## src/rtl/fwd_scoreboard_pkg.sv

```systemverilog
`default_nettype none
// ============================================================================
//  Module      : type_pkg
//  Description : Shared types and constants for the operand-forwarding
//                scoreboard: register bus types, the scoreboard entry
//                record and the architectural zero register.
//  Revision    : 1.0 - initial release
// ============================================================================
package type_pkg;

    // Existing datapath bus types.
    typedef logic [31:0] RegBus;
    typedef logic [4:0]  RegAddrBus;

    // x0 is hard-wired to zero and never produces a forwardable result.
    localparam RegAddrBus ZERO_REG  = 5'd0;

    // Deepest pipeline the scoreboard is intended to track.
    localparam int        DEPTH_MAX = 8;

    // One in-flight write: destination, producer kind and captured result.
    typedef struct packed {
        logic      valid;
        RegAddrBus rd;
        logic      is_load;
        RegBus     data;
    } sb_entry_t;

endpackage : type_pkg
`default_nettype wire

```

## src/rtl/fwd_scoreboard_port_sel.sv

```systemverilog
`default_nettype none
// ============================================================================
//  Module      : fwd_port_sel
//  Description : Per-read-port forwarding selector. Finds the youngest
//                valid scoreboard entry whose destination matches the
//                source register, muxes its data over the register-file
//                value, and flags a load-use hazard when that entry is a
//                load still in EX.
//  Revision    : 1.0 - initial release
// ============================================================================
module fwd_port_sel
    import type_pkg::*;
#(
    parameter int XLEN  = 32,
    parameter int AW    = 5,
    parameter int DEPTH = 3
) (
    input  logic [DEPTH-1:0]      i_valid,
    input  logic [DEPTH*AW-1:0]   i_rd,
    input  logic [DEPTH*XLEN-1:0] i_data,
    input  logic                  i_ex_is_load,
    input  logic [AW-1:0]         i_rs,
    input  logic [XLEN-1:0]       i_rf_rdata,
    output logic [XLEN-1:0]       o_data,
    output logic                  o_hazard,
    output logic                  o_fwd
);

    // Oldest-to-youngest scan so the youngest match overrides older ones.
    always_comb begin
        o_data   = i_rf_rdata;
        o_hazard = 1'b0;
        o_fwd    = 1'b0;
        if (i_rs != AW'(ZERO_REG)) begin
            for (int k = DEPTH - 1; k >= 0; k--) begin
                if (i_valid[k] && (i_rd[k*AW +: AW] == i_rs)) begin
                    if ((k == 0) && i_ex_is_load) begin
                        // Load data does not exist yet: fall back to the
                        // register file and let the stall hold ID.
                        o_data   = i_rf_rdata;
                        o_hazard = 1'b1;
                        o_fwd    = 1'b0;
                    end else begin
                        o_data   = i_data[k*XLEN +: XLEN];
                        o_hazard = 1'b0;
                        o_fwd    = 1'b1;
                    end
                end
            end
        end
    end

endmodule : fwd_port_sel
`default_nettype wire

```

## src/rtl/fwd_scoreboard.sv

```systemverilog
`default_nettype none
// ============================================================================
//  Module      : fwd_scoreboard
//  Description : Operand-forwarding unit with an in-flight write
//                scoreboard. Tracks destinations of instructions in EX..WB
//                in a DEPTH-entry shift register, captures their results as
//                they advance, forwards the youngest match to each ID read
//                port and raises a load-use stall.
//  Options     : FWD_PERF_EN - adds saturating stall/forward counters
//                (perf_stall_cnt_o, perf_fwd_cnt_o).
//  Revision    : 1.0 - initial release
// ============================================================================
module fwd_scoreboard
    import type_pkg::*;
#(
    parameter int XLEN       = 32,
    parameter int AW         = 5,
    parameter int NUM_RPORTS = 2,
    parameter int DEPTH      = 3
) (
    input  logic                       clk,
    input  logic                       rst_n,
    input  logic                       adv_i,
    input  logic                       flush_i,
    input  logic                       iss_valid_i,
    input  logic                       iss_we_i,
    input  logic                       iss_is_load_i,
    input  logic [AW-1:0]              iss_rd_i,
    input  logic [XLEN-1:0]            ex_data_i,
    input  logic [XLEN-1:0]            mem_data_i,
    input  logic [NUM_RPORTS*AW-1:0]   rs_i,
    input  logic [NUM_RPORTS*XLEN-1:0] rf_rdata_i,
    output logic [NUM_RPORTS*AW-1:0]   rf_raddr_o,
    output logic [NUM_RPORTS*XLEN-1:0] op_data_o,
    output logic                       stall_o
`ifdef FWD_PERF_EN
    ,
    output logic [31:0]                perf_stall_cnt_o,
    output logic [31:0]                perf_fwd_cnt_o
`endif
);

    // Entry 0 = EX, 1 = MEM, 2..DEPTH-1 = later stages. Only EX and MEM
    // need the producer kind; older entries always hold final data.
    logic [DEPTH-1:0]  r_valid;
    logic [1:0]        r_is_load;
    logic [AW-1:0]     r_rd   [DEPTH];
    logic [XLEN-1:0]   r_data [1:DEPTH-1];

    logic                  w_issue;
    logic [DEPTH*AW-1:0]   w_rd_flat;
    logic [DEPTH*XLEN-1:0] w_data_flat;
    logic [NUM_RPORTS-1:0] w_hazard;
    logic [NUM_RPORTS-1:0] w_fwd;

    // A write to x0 or a non-writing instruction occupies EX as a bubble.
    assign w_issue = iss_valid_i && iss_we_i && (iss_rd_i != AW'(ZERO_REG))
                     && !stall_o && !flush_i;

    // Effective forward value of each entry: live sources for EX and a
    // load in MEM, captured data everywhere else.
    generate
        for (genvar k = 0; k < DEPTH; k++) begin : g_ent
            assign w_rd_flat[k*AW +: AW] = r_rd[k];
            if (k == 0) begin : g_ex
                assign w_data_flat[k*XLEN +: XLEN] = ex_data_i;
            end else if (k == 1) begin : g_mem
                assign w_data_flat[k*XLEN +: XLEN] = r_is_load[1] ? mem_data_i : r_data[1];
            end else begin : g_late
                assign w_data_flat[k*XLEN +: XLEN] = r_data[k];
            end
        end
    endgenerate

    // Scoreboard shift register: advance, hold, or kill the EX entry.
    always_ff @(posedge clk or negedge rst_n) begin
        if (!rst_n) begin
            r_valid   <= '0;
            r_is_load <= '0;
            for (int k = 0; k < DEPTH; k++) begin
                r_rd[k] <= '0;
            end
            for (int k = 1; k < DEPTH; k++) begin
                r_data[k] <= '0;
            end
        end else if (adv_i) begin
            r_valid[0]   <= w_issue;
            r_rd[0]      <= w_issue ? iss_rd_i : '0;
            r_is_load[0] <= w_issue && iss_is_load_i;
            r_is_load[1] <= r_valid[0] && r_is_load[0];
            // ALU result is captured on its way out of EX.
            r_data[1]    <= (r_valid[0] && !r_is_load[0]) ? ex_data_i : '0;
            for (int k = 1; k < DEPTH; k++) begin
                r_valid[k] <= r_valid[k-1];
                r_rd[k]    <= r_rd[k-1];
            end
            for (int k = 2; k < DEPTH; k++) begin
                if (k == 2) begin
                    // Load data is captured on its way out of MEM.
                    r_data[k] <= r_is_load[1] ? mem_data_i : r_data[k-1];
                end else begin
                    r_data[k] <= r_data[k-1];
                end
            end
        end else if (flush_i) begin
            r_valid[0] <= 1'b0;
        end
    end

    assign rf_raddr_o = rs_i;

    // One priority selector per source-operand read port.
    generate
        for (genvar p = 0; p < NUM_RPORTS; p++) begin : g_port
            fwd_port_sel #(
                .XLEN  (XLEN),
                .AW    (AW),
                .DEPTH (DEPTH)
            ) u_sel (
                .i_valid      (r_valid),
                .i_rd         (w_rd_flat),
                .i_data       (w_data_flat),
                .i_ex_is_load (r_is_load[0]),
                .i_rs         (rs_i[p*AW +: AW]),
                .i_rf_rdata   (rf_rdata_i[p*XLEN +: XLEN]),
                .o_data       (op_data_o[p*XLEN +: XLEN]),
                .o_hazard     (w_hazard[p]),
                .o_fwd        (w_fwd[p])
            );
        end
    endgenerate

    assign stall_o = |w_hazard;

`ifdef FWD_PERF_EN
    logic [31:0] r_stall_cnt;
    logic [31:0] r_fwd_cnt;
    logic [31:0] w_fwd_inc;
    logic [32:0] w_fwd_sum;

    // Number of ports served from a scoreboard entry this cycle.
    always_comb begin
        w_fwd_inc = '0;
        for (int p = 0; p < NUM_RPORTS; p++) begin
            w_fwd_inc = w_fwd_inc + {31'd0, w_fwd[p]};
        end
    end

    assign w_fwd_sum = {1'b0, r_fwd_cnt} + {1'b0, w_fwd_inc};

    // Saturating performance counters.
    always_ff @(posedge clk or negedge rst_n) begin
        if (!rst_n) begin
            r_stall_cnt <= '0;
            r_fwd_cnt   <= '0;
        end else begin
            if (stall_o && adv_i && (r_stall_cnt != '1)) begin
                r_stall_cnt <= r_stall_cnt + 32'd1;
            end
            r_fwd_cnt <= w_fwd_sum[32] ? '1 : w_fwd_sum[31:0];
        end
    end

    assign perf_stall_cnt_o = r_stall_cnt;
    assign perf_fwd_cnt_o   = r_fwd_cnt;
`else
    // Forward-hit flags have no consumer without the counters.
    logic w_unused_fwd;
    assign w_unused_fwd = ^w_fwd;
`endif

endmodule : fwd_scoreboard
`default_nettype wire

```

## config.mk

```make
export PLATFORM = sky130hd
export DESIGN_NAME = fwd_scoreboard
export DESIGN_NICKNAME = d
export VERILOG_FILES = /design/src/rtl/fwd_scoreboard_pkg.sv /design/src/rtl/fwd_scoreboard_port_sel.sv /design/src/rtl/fwd_scoreboard.sv
export SDC_FILE = /design/constraint.sdc
export NUM_CORES = 1
export LEC_CHECK = 0
export CAP_MARGIN = 20
export CORE_MARGIN = 4
export CORE_UTILIZATION = 45
export DETAILED_ROUTE_END_ITERATION = 10
export HOLD_SLACK_MARGIN = 0.1
export PLACE_DENSITY = 0.79
export SYNTH_ARGS = -nofsm -noshare
export SYNTH_HDL_FRONTEND = slang
export SYNTH_SLANG_ARGS = --single-unit
```

## constraint.sdc

```tcl
create_clock -name clk -period 3.35 [get_ports clk]
set_clock_uncertainty 0.1 [all_clocks]
set_input_delay 0.67 -clock clk [delete_from_list [all_inputs] [get_ports clk]]
set_output_delay 0.67 -clock clk [all_outputs]
set_load 0.02 [all_outputs]
```

==> reports/qor.txt <==
Worst EP required -> 2.58 ns
Non-Filler Instances -> 1222
Final Hold Viols -> 0
CTS Buffer Depth -> 2
Sw Ratio -> 0.291
Int Pwr -> 2.23 mW
Post-route minimum period -> 3.36 ns
Seq cells post-synth -> 84
Die height -> 127 µm
Clock sink count -> 84
WHS -> 0.282 ns
Simple-gate area share of the yosys netlist -> 0.180
LEAKAGE -> 4.18 nW
CP top delay family -> buffers and inverters
Maxcap violations -> 0
Final setup vio count -> 1
# rows -> 43
CTS root buffer -> clkbuf_16
Fin area -> 0.0102 mm²
Layout cells sized above 1 -> 0.321
DP Area -> 0.00939 mm²
Seq pwr share -> 0.351
RSZ-0062 raised after global routing -> true
Slowest stage cell, crit path -> or4_4
I/O Pins -> 225
Logic pwr share -> 0.265
Via count -> 7855
ANT cells -> 0
Hold_buf cts -> 0
Clk_lat worst skew -> 0.35 ns
I/O Buffers -> 224
Worst-path cell chain -> clkdlybuf4s15_2 -> buf_6 -> or4_4 -> nor2_4 -> buf_6 -> nor4_4 -> buf_6 -> buf_16 -> a22oi_1 -> o31ai_1 -> buf_2
Fmax -> 0.297 GHz
Clock Power Share -> 0.384
First-pass GRT wire length -> 42.6 mm
Die ar. -> 0.0162 mm²
Outcome -> complete, but fails checks
Pin count of the biggest net entering global routing -> 59
Vias in the first global route -> 7835
Area growth syn-to-layout -> 59.8%
Core area -> 0.0139 mm²
Die Span X -> 127 µm
Setup TNS -> -0.0148 ns
Hpwl dp -> 17.8 mm
Sw Pwr -> 914 µW
Fin crit share -> 1.00
Post-Syn Area -> 0.00641 mm²
Crit path buf inv count -> 6
Critical path arrival -> 2.59 ns
Worst hold path type -> in2async
Post-synthesis adder-cell area fraction -> 0
Number of distinct library cells after synthesis -> 31
Drt pass-1 iters -> 6
Rel. slew slack -> 0.367
Total track usage -> 0.331
Worst-path maximum fanout -> 10
First DRT Iteration DRCs -> 950
Layout net count -> 1187
Synth Area in Compound Gates -> 0.302
H-tree level count -> 3
TritonCTS clock tree -> yes
Worst-margin pin slew -> 0.949 ns
Total Routed Length -> 28.1 mm
Grt total ovfl -> 0
Max IR drop VDD -> 0.212 mV
Antenna violations before repair -> 0
Max stage delay on crit path -> 0.52 ns
Mux cell area share after synthesis -> 0.0773
Syn Nets -> 934
Post-route setup slack -> -0.0148 ns
Synth Area per Inst -> 8.18 µm²
Gpl congestion -> 0.917
Synth Instances -> 784
Worst setup SP type -> primary input
Drt drc -> 0
PwrDens -> 307 mW/mm²
Vias per inst -> 6.43
CP Class -> in2out
DR WL/cell -> 23.0 µm
ANT nets after route -> 0
Syn. warnings -> 0
Failing checks -> negative setup slack
Clock Pin Slew Worst Setup and Hold Paths -> 0.06 ns
Initial core utilization -> 0.460
Max-slew violations -> 0
Crit path capture type -> output pin
CTS Buf Count -> 9
Placed cells -> 1187
Synth Area in XOR/XNOR -> 0.0410
Sequential share of the synthesized area -> 0.328
Most used cell, CP -> buf_6
Largest family of logic cells by synthesized area -> compound AO/OA/AOI/OAI gates
## logic make-up (layout without fill, tap and decap cells)
family | count (synthesis) | after routing
AOI/OAI and AO/OA | 254 | 254
xor gates and xnor gates | 30 | 30
buffers and inverters | 101 | 359
DFF | 84 | 84
muxes | 44 | 44
and+or+nand+nor | 271 | 271
## power by group through the flow
stage | sequential, mW | combinational, mW | clock [mW]
finish | 1.10 | 0.834 | 1.21
global route | 1.11 | 0.878 | 1.25
CTS | 1.10 | 0.794 | 1.21
detailed placement | 1.12 | 0.804 | 0
global placement | 1.12 | 0.797 | 0
floorplan | 1.11 | 0.339 | 0
## cell type report
type,instances,area [µm²]
Inverter,16,60.1
Tap cell,180,225
Multi-Input combinational cell,599,4410
Fill cell,1026,3690
Clock buffer,12,256
Sequential cell,84,2100
Clock inverter,4,95.1
Timing Repair Buffer,327,3090
## state kept, by name (all words and copies together) (netlist names)
| signal | flops |
|---|---|
| r_data | 64 |
| r_is_load | 2 |
| r_rd | 15 |
| r_valid | 3 |
## worst paths after layout
kind,start,to,slack [ns],depth (start not counted)
worst min register to register,r_data[56]$_DFFE_PN0P_,r_data[56]$_DFFE_PN0P_,0.40,1
min in group clk,r_data[56]$_DFFE_PN0P_,r_data[56]$_DFFE_PN0P_,0.40,1
max in group asynchronous,rst_n,r_rd[3]$_DFFE_PN0P_,2.21,2
worst max-delay path,rs_i[4],op_data_o[14],-0.01,11
worst min-delay path,rst_n,r_data[56]$_DFFE_PN0P_,0.28,1
worst max register to register,r_rd[10]$_DFFE_PN0P_,r_rd[11]$_DFFE_PN0P_,1.25,8
## metrics by stage
stage	setup WS, ns	total power [mW]	utilization
final	-0.0148	3.14	0.735
after global routing	-0.0435	3.24	0.735
after CTS	0.0242	3.10	0.718
after detailed placement	-0.810	1.92	0.674
after global placement	-0.775	1.91	0.674
after floorplan	0.328	1.45	-
## layer usage
layer | share of wire | vias up | GRT usage | routed length [µm]
li1 | - | 3409 | - | -
met1 | 0.38 | 3739 | 0.431 | 10700
met2 | 0.46 | 592 | 0.525 | 13000
met3 | 0.11 | 115 | 0.0711 | 3080
met4 | 0.044 | 0 | 0.155 | 1250
met5 | 0 | - | 0 | 0
## cells in the mapped netlist
library cell,count,area (µm²)
clkbuf_1,44,165
or4_1,1,7.51
xor2_1,8,70.1
nor3_1,27,135
and3_1,3,18.8
buf_6,1,11.3
o31ai_1,66,495
and2_1,1,6.26
dfrtp_1,84,2100
o211a_1,5,50.1
a22o_1,33,289
o21bai_2,2,22.5
or2_1,3,18.8
a22oi_1,64,480
buf_4,13,97.6
nand4_1,3,18.8
buf_2,24,120
inv_1,15,56.3
a211oi_1,59,443
buf_1,3,11.3
nor4_1,3,18.8
nand3_1,42,210
xnor2_1,22,193
nand2_1,22,82.6
nor4_2,1,12.5
nor2_1,164,616
clkinv_1,1,3.75
a32o_1,6,60.1
mux2_2,44,495
nand2b_1,1,6.26
o21ai_0,19,95.1
## what timing repair did
| action | in CTS | in global routing |
|---|---|---|
| buffers inserted | 12 | 2 |
| resized for setup | 426 | 58 |
| cloned | 6 | 1 |
| pin swaps | 34 | 20 |
| setup endpoints to repair | 65 | 64 |
## placed cells by master (no fill, tap or decap), types with 16 or more instances in the layout
| master | instances |
|---|---|
| nor2_1 | 155 |
| clkdlybuf4s50_1 | 147 |
| dfrtp_1 | 83 |
| buf_4 | 69 |
| buf_2 | 58 |
| o31ai_1 | 55 |
| a22oi_1 | 50 |
| mux2_2 | 44 |
| nand3_1 | 39 |
| a22o_1 | 33 |
| a211oi_1 | 30 |
| a211oi_2 | 26 |
| nand2_1 | 21 |
| buf_12 | 19 |
| nor3_1 | 18 |
| o21ai_0 | 18 |
| buf_6 | 16 |
Power figures use the tool's default switching activity.
